File: src/rtl/led_seq_pkg.sv
// led_seq_pkg: shared mode/state encodings and default widths for the LED sequencer.
package led_seq_pkg;
    localparam int DEF_PRESCALE = 4;
    localparam int DEF_PAT_W    = 8;
    localparam int DEF_REP_W    = 4;

    typedef enum logic [1:0] {
        MODE_OFF     = 2'b00,
        MODE_ON      = 2'b01,
        MODE_PATTERN = 2'b10,
        MODE_PWM     = 2'b11
    } mode_e;

    typedef enum logic [1:0] {
        S_IDLE = 2'b00,
        S_ON   = 2'b01,
        S_PAT  = 2'b10,
        S_PWM  = 2'b11
    } state_e;

    function automatic state_e mode_to_state(input mode_e m);
        return (m == MODE_ON)      ? S_ON  :
               (m == MODE_PATTERN) ? S_PAT :
               (m == MODE_PWM)     ? S_PWM : S_IDLE;
    endfunction
endpackage

File: src/rtl/led_tick_gen.sv
// led_tick_gen: PRESCALE-clock tick generator.
//   clk  - clock          rst  - async active-low reset
//   clr  - sync clear     tick - high one cycle in every PRESCALE
module led_tick_gen #(
    parameter int PRESCALE = 4
) (
    input  logic clk,
    input  logic rst,
    input  logic clr,
    output logic tick
);
    logic [7:0] cnt_q, cnt_d;

    // After a clear the first tick lands PRESCALE edges later.
    always_comb tick = cnt_q == 8'(PRESCALE - 1);
    always_comb cnt_d = (clr || tick) ? 8'd0 : cnt_q + 8'd1;

    always_ff @(posedge clk or negedge rst)
        if (!rst) cnt_q <= 8'd0;
        else      cnt_q <= cnt_d;
endmodule

File: src/rtl/led_sequencer.sv
// led_sequencer: drives the LED from OFF/ON/PATTERN/PWM commands.
//   clk, rst (async active-low)
//   cmd_valid/cmd_ready handshake; cmd_mode, cmd_data (pattern or duty), cmd_repeat (0 = forever)
//   led  - registered drive;  busy - not IDLE;  done - one-cycle pulse at finite pattern end
module led_sequencer
    import led_seq_pkg::*;
#(
    parameter int PRESCALE = DEF_PRESCALE,
    parameter int PAT_W    = DEF_PAT_W,
    parameter int REP_W    = DEF_REP_W
) (
    input  logic             clk,
    input  logic             rst,
    input  logic             cmd_valid,
    output logic             cmd_ready,
    input  logic [1:0]       cmd_mode,
    input  logic [PAT_W-1:0] cmd_data,
    input  logic [REP_W-1:0] cmd_repeat,
    output logic             led,
    output logic             busy,
    output logic             done
);
    localparam int IDX_W = (PAT_W > 1) ? $clog2(PAT_W) : 1;

    state_e             state_q, state_d;
    logic [PAT_W-1:0]   data_q, data_d;
    logic [REP_W-1:0]   rep_q, rep_d;
    logic [IDX_W-1:0]   idx_q, idx_d;
    logic [PAT_W-1:0]   pc_q, pc_d;
    logic               led_q, led_d;
    logic               done_q, done_d;
    logic               accept, tick;

    // Only a finite pattern blocks new commands.
    always_comb cmd_ready = (state_q != S_PAT) || (rep_q == '0);
    always_comb accept = cmd_valid && cmd_ready;

    led_tick_gen #(.PRESCALE(PRESCALE)) u_tick (
        .clk  (clk),
        .rst  (rst),
        .clr  (accept),
        .tick (tick)
    );

    always_comb begin
        state_d = state_q;
        data_d  = data_q;
        rep_d   = rep_q;
        idx_d   = idx_q;
        pc_d    = pc_q + 1'b1;
        done_d  = 1'b0;
        if (accept) begin
            state_d = mode_to_state(mode_e'(cmd_mode));
            data_d  = cmd_data;
            rep_d   = cmd_repeat;
            idx_d   = '0;
            pc_d    = '0;
        end else if (state_q == S_PAT && tick) begin
            if (idx_q == IDX_W'(PAT_W - 1)) begin
                idx_d = '0;
                if (rep_q != '0) rep_d = rep_q - 1'b1;
                if (rep_q == REP_W'(1)) begin
                    state_d = S_IDLE;
                    done_d  = 1'b1;
                end
            end else begin
                idx_d = idx_q + 1'b1;
            end
        end
        // The LED register is loaded from next-state values so it changes on the same edge.
        led_d = (state_d == S_ON)  ? 1'b1 :
                (state_d == S_PAT) ? data_d[idx_d] :
                (state_d == S_PWM) ? (pc_d < data_d) : 1'b0;
    end

    always_ff @(posedge clk or negedge rst)
        if (!rst) begin
            state_q <= S_IDLE;
            data_q  <= '0;
            rep_q   <= '0;
            idx_q   <= '0;
            pc_q    <= '0;
            led_q   <= 1'b0;
            done_q  <= 1'b0;
        end else begin
            state_q <= state_d;
            data_q  <= data_d;
            rep_q   <= rep_d;
            idx_q   <= idx_d;
            pc_q    <= pc_d;
            led_q   <= led_d;
            done_q  <= done_d;
        end

    always_comb begin
        led  = led_q;
        done = done_q;
        busy = state_q != S_IDLE;
    end
endmodule
File: config.mk
export PLATFORM = sky130hd
export DESIGN_NAME = led_sequencer
export DESIGN_NICKNAME = d
export VERILOG_FILES = /design/src/rtl/led_seq_pkg.sv /design/src/rtl/led_tick_gen.sv /design/src/rtl/led_sequencer.sv
export SDC_FILE = /design/constraint.sdc
export NUM_CORES = 1
export LEC_CHECK = 0
export CAP_MARGIN = 10
export CORE_MARGIN = 8
export CORE_UTILIZATION = 50
export CTS_CLUSTER_SIZE = 25
export DETAILED_ROUTE_END_ITERATION = 10
export PLACE_DENSITY = 0.82
export SLEW_MARGIN = 20
export SYNTH_ARGS = -nofsm -noshare
export SYNTH_HDL_FRONTEND = slang
export SYNTH_HIERARCHICAL = 1
export SYNTH_SLANG_ARGS = --single-unit
File: constraint.sdc
create_clock -name clk -period 3.3 [get_ports clk]
set_clock_uncertainty 0.05 [all_clocks]
set_input_delay 0.66 -clock clk [delete_from_list [all_inputs] [get_ports clk]]
set_output_delay 0.66 -clock clk [all_outputs]
set_load 0.02 [all_outputs]
==> metrics.txt <==
Final nets=245; ranking of synthesized cells by area=dfrtp_1 (45%), ha_1 (9.1%), mux2i_1 (7.8%); HP Start=u_tick/cnt_q[0]$_DFF_PN0_; clock sink count=35; placer congestion estimate=~0.83; switching power of the nets=~0.52 mW; R2R Path Start=rep_q[0]$_DFFE_PN0P_; die span in x=a little under 80 um; hold violation count in the final report=0; crit-path max cell delay=420 ps; register-to-register setup slack=200 ps; final hold slack=483.6 ps; final wirelength=3706 um; setup tns final=0 ps; Slew @ Worst Pin=450.4 ps; hold path endpoint=u_tick/cnt_q[0]$_DFF_PN0_; post-route cell area=roughly 2300 um^2; RR Endpoint=led$_DFF_PN0_; syn_area_per_cell=10.25 um^2; CTS tree=built; Port Buffers=20; Worst path slowest cell=dfrtp_1; logic gate share of total power=between 30 and 40%; critical path endpoint category=flop; Max Clk Rate=0.3227 GHz; Vias=between 1000 and 1500; Top Family by Delay on Critical Path=compound AO/OA/AOI/OAI gates; Final Power=between 1 and 1.5 mW; RSZ-0062 raised after global routing=no; R2R depth=13; Total GRT Usage=12.98%; first-pass GRT wire length=6272 um; final setup fails=0; warnings from Yosys=6; Antenna diodes=0; sw frac=35.15%; routed vias/inst=5.373; largest net degree at the start of global routing=36; clock group share of total power=23.1%; most frequent cells in the layout=dfrtp_1 (35), clkdlybuf4s50_1 (20), nor2_1 (19); LEAKAGE=roughly 1.1 nW; vias in the first global route=1395; Seq pwr share=42.7%; clock slew at reported path FFs=roughly 70 ps; sequential share of the synthesized area=45.45%; met3 WL post-DR=188 um; Max Cap Viol=0; Placed Area=2187 um^2; Period minus WS final=3099 ps; Syn Inst Count=188; met2 wire length=1827 um; Synth cell types=just over 40; Reg area=875.8 um^2; area share of the largest cell type after synthesis=45.45%; Bufs on Longest Clock Path=2; DR DRC count=0; Internal Power=0.9634 mW; total CTS buffers=5; core area=3689 um^2; peak supply drop=0.4039 mV; 1st-iter DRT viols=between 90 and 100; Initial Util=52.24%; Die Y-Extent=78.08 um; CP required=approximately 3400 ps; Slew Limit Fails=0; root buf cell=clkbuf_8; initial antenna violation count=0; Setup Fix Bufs, Post-CTS=0; Overflow after GRT=0; syn_nets=219; area of the die=6096 um^2; power per cell area=648.1 nW/um^2; DR WL/cell=14.09 um; Max-slew headroom=a little over two thirds; H-tree Lvls=2; Data arrival, critical path=3230 ps; post-DP HPWL=2747 um; post_cts resized=0; Hold-fix buffers, CTS=0; antenna viol nets, final=0; Area growth syn-to-layout=18.96%; Worst Setup Path Type=flop to flop; later-pin clock latency in the skew report=290 ps; Most common cell on crit path=ha_1; synthesized flop and latch total=35; M1 WL=1609 um; status=finished clean; CP cell instances=inv_1 > ha_1 > or3b_1 > a21bo_1 > buf_4 > mux2i_1 > ha_1 > nand4_1 > a221oi_1 > o21ai_1 > a31oi_1 > o211ai_1 > o2111a_1; synthesized area=about 1900 um^2; CP bufs+invs=2; crit start category=flop; worst setup margin=201.4 ps; # rows=22; multi-input logic area=958.4 um^2; pre-CTS WS=81.81 ps; Hold WC Path Type=flop to flop; Fillers=about 320; top layer in use=met4; period utilization=roughly 94%; post-synth top area cell=dfrtp_1; Critical Path Fanout Max=8; hold path depth=1; commonest non-fill, non-tap cell in the layout=dfrtp_1; layout cells sized above 1=9.302%; # IOs=21; Pre-antenna DRT Iters=4
area by class of cell:
| class | count | share of cell area [%] |
|---|---|---|
| timing repair buffer | 25 | 10.37 |
| tap | 48 | 2.620 |
| inverter | 16 | 2.620 |
| sequential | 35 | 38.21 |
| multi-input combinational | 131 | 41.81 |
| clock buffer | 8 | 4.367 |
sequential cells by signal, summed over array words and instances (netlist names):
signal and flops:
data_q 8, done 1, idx_q 3, led 1, pc_q 8, rep_q 4, state_q 2, u_tick/cnt_q 8
routing by layer:
layer  up-vias  global-route usage (%)
li1        704                       -
met1       668                   15.10
met2        34                   21.04
met3         7                   3.759
met4         0                   7.222
met5         -                       0
cell families (layout without fill, tap and decap cells):
| kind of cell | count (synthesis) | count (layout) | synth area share, % |
|---|---|---|---|
| XOR/XNOR | 12 | 12 | 5.455 |
| buffers and inverters | 22 | 49 | 5.064 |
| adder cells (fa/ha/maj) | 14 | 14 | 9.091 |
| AO/OA/AOI/OAI | 25 | 25 | 9.092 |
| AND/OR/NAND/NOR | 63 | 63 | 16.30 |
| flip-flops | 35 | 35 | 45.45 |
| multiplexers | 17 | 17 | 9.545 |
synthesized netlist by cell type:
| library cell | n |
|---|---|
| xnor2_1 | 4 |
| o21ai_1 | 4 |
| or3b_1 | 1 |
| o21ai_2 | 1 |
| or4_1 | 1 |
| a31oi_1 | 1 |
| ha_1 | 14 |
| nor2b_1 | 1 |
| mux2i_4 | 1 |
| and3_1 | 3 |
| and2_1 | 1 |
| buf_2 | 3 |
| nand2_1 | 13 |
| inv_2 | 1 |
| a221oi_1 | 1 |
| xor2_1 | 8 |
| o41ai_4 | 1 |
| a21oi_1 | 6 |
| or3_1 | 3 |
| dfrtp_1 | 35 |
| a211oi_1 | 2 |
| mux2i_1 | 15 |
| or4b_4 | 1 |
| nand3_1 | 11 |
| buf_4 | 1 |
| o2111a_1 | 1 |
| nand2b_1 | 1 |
| and3b_1 | 1 |
| and2b_1 | 1 |
| buf_6 | 1 |
| nor3_1 | 1 |
| nor4_1 | 1 |
| o211ai_1 | 1 |
| clkbuf_1 | 1 |
| nand4_1 | 3 |
| or2_2 | 1 |
| o21ai_0 | 6 |
| nor2_1 | 19 |
| inv_1 | 15 |
| mux2_2 | 1 |
| a21bo_1 | 1 |
worst max path at each step:
stage                         start             to  slack [ps]  cells past startpoint
6_report       rep_q[0]$_DFFE_PN0P_  led$_DFF_PN0_         200                     13
3_5_place_dp              cmd_valid  led$_DFF_PN0_          80                     10
4_1_cts        rep_q[0]$_DFFE_PN0P_  led$_DFF_PN0_         170                     13
5_1_grt        rep_q[1]$_DFFE_PN0P_  led$_DFF_PN0_           6                     13
2_1_floorplan  rep_q[0]$_DFFE_PN0P_  led$_DFF_PN0_         150                     16
3_3_place_gp              cmd_valid  led$_DFF_PN0_         150                     10
through the flow:
stage | std cells | utilization [%]
final | 263 | 62.14
after global routing | 263 | 62.14
after CTS | 263 | 62.01
after detailed placement | 255 | 59.29
after global placement | 255 | 59.29
after floorplan | 188 | -
power by group through the flow:
stage / registers, mW / logic [mW] / clock network (mW)
2_1_floorplan: 0.618 / 0.359 / 0
3_3_place_gp: 0.635 / 0.483 / 0
3_5_place_dp: 0.641 / 0.499 / 0
4_1_cts: 0.633 / 0.503 / 0.351
5_1_grt: 0.651 / 0.573 / 0.366
6_report: 0.634 / 0.508 / 0.344
worst reg2reg max path, delay by kind of cell, from the launching register on:
kind	cells	cell delay [ps]
and+or+nand+nor	2	520
buffers and inverters	2	290
AOI/OAI and AO/OA	6	1050
adders and majority gates	2	490
muxes	1	160
DFF	1	420
Power figures use the tool's default switching activity.
